File: src/rtl/rv32i_ifetch.sv
// rv32i_ifetch: instruction fetch unit with a registered prefetch FIFO.
// All addresses are word indices (sequential fetch is +1, silent 32-bit wrap).
//
// Ports
//   clk          single clock, rising edge
//   RN           synchronous active-high reset
//   imem_req     read request to instruction memory (held until ack)
//   imem_addr    word address of the live request
//   imem_ack     read complete, imem_rdata valid this cycle
//   imem_rdata   instruction word from memory
//   br_en        redirect from execute
//   br_target    redirect word address
//   id_ready     decode accepts the buffer head this cycle
//   if_valid     buffer head holds a valid instruction
//   if_ir        instruction at buffer head
//   if_npc       word address of that instruction + 1
module rv32i_ifetch #(
  parameter logic [31:0] RESET_PC  = 32'd0,
  parameter int unsigned BUF_DEPTH = 2
) (
  input  logic        clk,
  input  logic        RN,
  output logic        imem_req,
  output logic [31:0] imem_addr,
  input  logic        imem_ack,
  input  logic [31:0] imem_rdata,
  input  logic        br_en,
  input  logic [31:0] br_target,
  input  logic        id_ready,
  output logic        if_valid,
  output logic [31:0] if_ir,
  output logic [31:0] if_npc
);

  localparam int unsigned PTR_W = $clog2(BUF_DEPTH);
  localparam int unsigned CNT_W = PTR_W + 1;
  localparam logic [CNT_W-1:0] DEPTH_C = CNT_W'(BUF_DEPTH);

  typedef enum logic [1:0] {IDLE, BUSY, FLUSH} state_t;

  state_t             r_state;
  logic               r_req;
  logic [31:0]        r_addr;
  logic [31:0]        r_fetch_pc;
  logic [31:0]        r_tgt;
  logic [31:0]        r_ir  [BUF_DEPTH];
  logic [31:0]        r_npc [BUF_DEPTH];
  logic [PTR_W-1:0]   r_wptr;
  logic [PTR_W-1:0]   r_rptr;
  logic [CNT_W-1:0]   r_count;

  logic               w_push;
  logic               w_pop;
  logic [31:0]        w_next_addr;

  assign w_next_addr = r_addr + 32'd1;
  // Only an unredirected ack in BUSY delivers data; FLUSH acks are dropped.
  assign w_push      = (r_state == BUSY) && imem_ack && !br_en;
  assign w_pop       = (r_count != '0) && id_ready;

  assign imem_req  = r_req;
  assign imem_addr = r_addr;
  assign if_valid  = (r_count != '0);
  assign if_ir     = r_ir[r_rptr];
  assign if_npc    = r_npc[r_rptr];

  // Fetch FSM. A request is only launched from IDLE and only with no outstanding
  // request, so the credit test reduces to count < depth.
  always_ff @(posedge clk) begin
    if (RN) begin
      r_state    <= IDLE;
      r_req      <= 1'b0;
      r_addr     <= '0;
      r_fetch_pc <= RESET_PC;
      r_tgt      <= '0;
    end else begin
      case (r_state)
        IDLE: begin
          if (br_en) begin
            r_fetch_pc <= br_target;
          end else if (r_count < DEPTH_C) begin
            r_req   <= 1'b1;
            r_addr  <= r_fetch_pc;
            r_state <= BUSY;
          end
        end
        BUSY: begin
          if (imem_ack) begin
            r_req      <= 1'b0;
            r_state    <= IDLE;
            r_fetch_pc <= br_en ? br_target : w_next_addr;
          end else if (br_en) begin
            r_tgt   <= br_target;
            r_state <= FLUSH;
          end
        end
        FLUSH: begin
          if (imem_ack) begin
            r_req      <= 1'b0;
            r_state    <= IDLE;
            r_fetch_pc <= br_en ? br_target : r_tgt;
          end else if (br_en) begin
            r_tgt <= br_target;
          end
        end
        default: begin
          r_req   <= 1'b0;
          r_state <= IDLE;
        end
      endcase
    end
  end

  // Prefetch FIFO; a redirect empties it ahead of any same-cycle push or pop.
  always_ff @(posedge clk) begin
    if (RN) begin
      r_wptr  <= '0;
      r_rptr  <= '0;
      r_count <= '0;
      for (int i = 0; i < BUF_DEPTH; i++) begin
        r_ir[i]  <= '0;
        r_npc[i] <= '0;
      end
    end else if (br_en) begin
      r_wptr  <= '0;
      r_rptr  <= '0;
      r_count <= '0;
    end else begin
      if (w_push) begin
        r_ir[r_wptr]  <= imem_rdata;
        r_npc[r_wptr] <= w_next_addr;
        r_wptr        <= r_wptr + PTR_W'(1);
      end
      if (w_pop) begin
        r_rptr <= r_rptr + PTR_W'(1);
      end
      case ({w_push, w_pop})
        2'b10:   r_count <= r_count + CNT_W'(1);
        2'b01:   r_count <= r_count - CNT_W'(1);
        default: r_count <= r_count;
      endcase
    end
  end

endmodule
File: config.mk
export PLATFORM = sky130hd
export DESIGN_NAME = rv32i_ifetch
export DESIGN_NICKNAME = d
export VERILOG_FILES = /design/src/rtl/rv32i_ifetch.sv
export SDC_FILE = /design/constraint.sdc
export NUM_CORES = 1
export LEC_CHECK = 0
export BUFFER_PORTS_ARGS = -buffer_cell sky130_fd_sc_hd__buf_2
export CORE_MARGIN = 4
export CORE_UTILIZATION = 57
export DETAILED_ROUTE_END_ITERATION = 10
export GPL_ROUTABILITY_DRIVEN = 0
export PLACE_DENSITY_LB_ADDON = 0.2
export SLEW_MARGIN = 10
export SYNTH_ARGS = -nofsm -noshare
export SYNTH_HDL_FRONTEND = slang
export SYNTH_SLANG_ARGS = --single-unit
File: constraint.sdc
create_clock -name clk -period 5.39 [get_ports clk]
set_clock_uncertainty 0.2 [all_clocks]
set_input_delay 0.2695 -clock clk [delete_from_list [all_inputs] [get_ports clk]]
set_output_delay 0.2695 -clock clk [all_outputs]
set_load 0.1 [all_outputs]
==> flow_metrics.py <==
metrics = {
    "drt": {
        "antenna_left": 0,
        "drt-total-wl_um": 26900,
        "wl_per_cell_um": 18.3,
        "drc_errors": 0,
        "drtPass1Iterations": 5,
        "vias": 8423,
        "initialDrtViolationCount": 732,
        "viasPerCell": 5.73,
    },
    "layout": {
        "fillers": 1287,
        "multiInputGateArea_um2": 4330,
        "final_cell_mix": "buf_2 (165), nand2_1 (157), edfxtp_1 (128)",
        "drive_gt1_share_pct": 24.4,
        "final_common_cell": "buf_2",
        "final_area_um2": 13000,
        "syn_to_final_growth_pct": 22.7,
        "n_antenna_cell": 0,
        "final_nets": 1297,
        "seq_area_um2": 5930,
    },
    "worst_setup_path": {
        "cp_cell_sequence": "inv_1 -> ha_1 -> nor2b_1 -> nand2_1 -> nor2_2 -> buf_4 -> nand2_1 -> nand2b_2 -> buf_4",
        "worstSetupPathType": "register to register",
        "r2r_end": "r_ir[1][0]",
        "critPathLaunchType": "register",
        "rr_worst_depth": 9,
        "r2r-start": "r_state[1]",
        "critPathMaxFanout": 57,
        "cpMaxStageDelayCell": "buf_4",
        "r2r_slack_ns": 1.77,
        "cpLargestDelayFamily": "simple AND/OR/NAND/NOR gates",
        "crit_buf_inv": 3,
        "crit_required_ns": 5.32,
        "max_stage_delay_ns": 0.64,
        "end_kind": "register",
        "worst_ep_arrival_time_ns": 3.56,
    },
    "placement": {
        "dpl.hpwl_um": 17300,
        "dpl_cell_area_um2": 11500,
        "io_buffers": 166,
    },
    "power": {
        "clkPwrFrac_pct": 33.9,
        "p_int_mw": 3.31,
        "p_comb_share_pct": 22.9,
        "ir_worst_vdd_mv": 0.310,
        "p_leak_nw": 5.09,
        "p_sw_share_pct": 32.7,
        "power.total_mw": 4.92,
        "p_sw_mw": 1.61,
        "p_per_area_nw_per_um2": 378,
        "seq_power_share_pct": 43.1,
    },
    "global_routing": {
        "grt_pass1_wl_um": 42100,
        "grt-ovfl-total": 0,
        "grt_max_degree": 90,
        "antenna_found_initial": 0,
        "first_global_vias": 8014,
        "track_usage_pct": 25.3,
    },
    "timing": {
        "hold_viol_final": 0,
        "slew_headroom_pct": 23.1,
        "setup-tns-final_ns": 0,
        "hold_slack_ns": 0.0366,
        "fmax_mhz": 276,
        "setup_viol_count_final": 0,
        "rsz0062_at_grt": "no",
        "finalMaxSlewViolations": 0,
        "period_share_pct": 67.3,
        "tightest_slew_ns": 1.15,
        "period_minus_slack_ns": 3.62,
    },
    "clocking": {
        "clockBufferDepth": 3,
        "clk_latency_ns": 0.51,
        "post_cts_buffers": 0,
        "clk_pin_slew_ns": 0.06,
        "h-tree-depth": 1,
        "numClockSinks": 232,
        "cts_resized": 0,
        "cts_tree": "done",
        "numCtsBuffers": 25,
        "root_buffer": "clkbuf_16",
        "cts_hold_buf": 71,
    },
    "min_path": {
        "hold_end": "r_rptr",
        "hold_depth": 4,
        "min_path_type": "input pin to register",
        "min_from": "id_ready",
    },
    "synthesis": {
        "synth-seq-cells": 232,
        "synth_cell_types": 60,
        "avgSynthCellArea_um2": 10.4,
        "synth-async-reset-ratio_pct": 0,
        "yosys_most_used_dff": "edfxtp_1",
        "synth_edf_count": 128,
        "synth_nets": 1095,
        "synthCells": 1020,
        "syn_area_um2": 10600,
        "yosysWarnings": 0,
        "yosysSeqAreaShare_pct": 55.8,
    },
    "floorplan": {
        "fp.dieArea_um2": 20900,
        "die_w_um": 144,
        "initial_core_util_pct": 58.5,
        "die_h_um": 144,
        "ios": 167,
        "core_area_um2": 18100,
        "rows": 49,
    },
    "run_status": {
        "status": "completed",
    },
    "run": {
        "cap_violations": 0,
    },
}
[synthesized netlist by cell type (all sizes together) (2+ instances only)]
library cell	count	share of area [%]
nand2	157	5.6
edfxtp	128	36
nor2	119	4.2
dfxtp	104	20
a21oi	73	3.4
mux2	64	6.8
clkbuf	53	1.9
and3	38	2.2
and2	37	2.2
a221oi	27	2.2
nor3	25	1.5
buf	19	1.3
o21ai	17	0.80
nand3	14	0.87
xnor2	14	1.2
xor2	14	1.2
inv	13	0.46
o21a	13	0.92
nand4	11	0.79
a211oi	10	0.71
nor4	9	1.2
a22o	6	0.50
ha	6	0.71
a211o	5	0.41
and4	5	0.41
nand2b	4	0.24
a21boi	3	0.21
a22oi	3	0.21
a31oi	3	0.18
nor2b	3	0.18
a221o	2	0.19
a222oi	2	0.19
nor3b	2	0.14
o221ai	2	0.17
[final cells by class]
class                      count  share of cell area, %
clock buffer                  32                   5.31
multi-input combinational    703                   33.3
inverter                      13                  0.375
clock inverter                13                  0.903
tap                          229                   2.20
timing repair buffer         247                   12.4
sequential                   232                   45.5
[worst reg2reg max path, delay by kind of cell, from the launching register on]
family,cells,cell delay [ns]
AND/OR/NAND/NOR,5,1.26
buffers and inverters,3,1.03
adder cells (fa/ha/maj),1,0.40
flip-flops,1,0.32
[per-layer routing]
metal / GRT usage, % / up-vias / wire length [µm]
met1: 35.5 / 4035 / 11600
li1: - / 4047 / -
met5: 0 / - / 0
met4: 5.99 / 0 / 552
met2: 40.8 / 295 / 12700
met3: 4.89 / 46 / 2000
[flip-flops by register name, summed over array words and instances (netlist names), named ones only]
signal	flops
r_ir	64
r_fetch_pc	32
r_npc	64
r_wptr	1
r_count	2
imem_addr	32
imem_req	1
r_tgt	32
r_state	2
r_rptr	1
[power groups by stage]
stage          clock (mW)  sequential [mW]  combinational [mW]
4_1_cts              1.69             2.12                1.12
2_1_floorplan           0             2.31               0.703
5_1_grt              1.76             2.14                1.21
3_3_place_gp            0             2.15                1.07
6_report             1.67             2.12                1.13
3_5_place_dp            0             2.16                1.08
[through the flow]
step,util (%),instances,setup WS (ns)
after floorplan,-,1020,0.685
final,71.8,1469,1.77
after CTS,71.8,1469,1.81
after detailed placement,63.4,1353,1.81
after global routing,71.8,1469,1.47
after global placement,63.4,1353,1.93
[worst max path at each step]
stage                     startpoint          end  slack (ns)  cells past startpoint
final                     r_state[1]   r_ir[1][0]        1.77                      9
after global routing      r_state[0]     r_tgt[1]        1.47                      8
after CTS                 r_state[1]  r_ir[1][16]        1.81                      9
after detailed placement  r_state[1]  r_ir[1][29]        1.81                      9
after global placement    r_state[1]  r_ir[1][24]        1.93                      9
after floorplan           r_state[1]   r_ir[0][0]        0.69                      5
[cell families after synthesis]
family | after synthesis | synth area share, %
AO/OA/AOI/OAI | 174 | 10.8
buffers and inverters | 85 | 3.60
adder cells (fa/ha/maj) | 6 | 0.707
XOR/XNOR | 28 | 2.31
multiplexers | 64 | 6.79
flip-flops | 232 | 55.8
AND/OR/NAND/NOR | 431 | 20.0
Note: power is estimated with default switching activity, not from simulation.
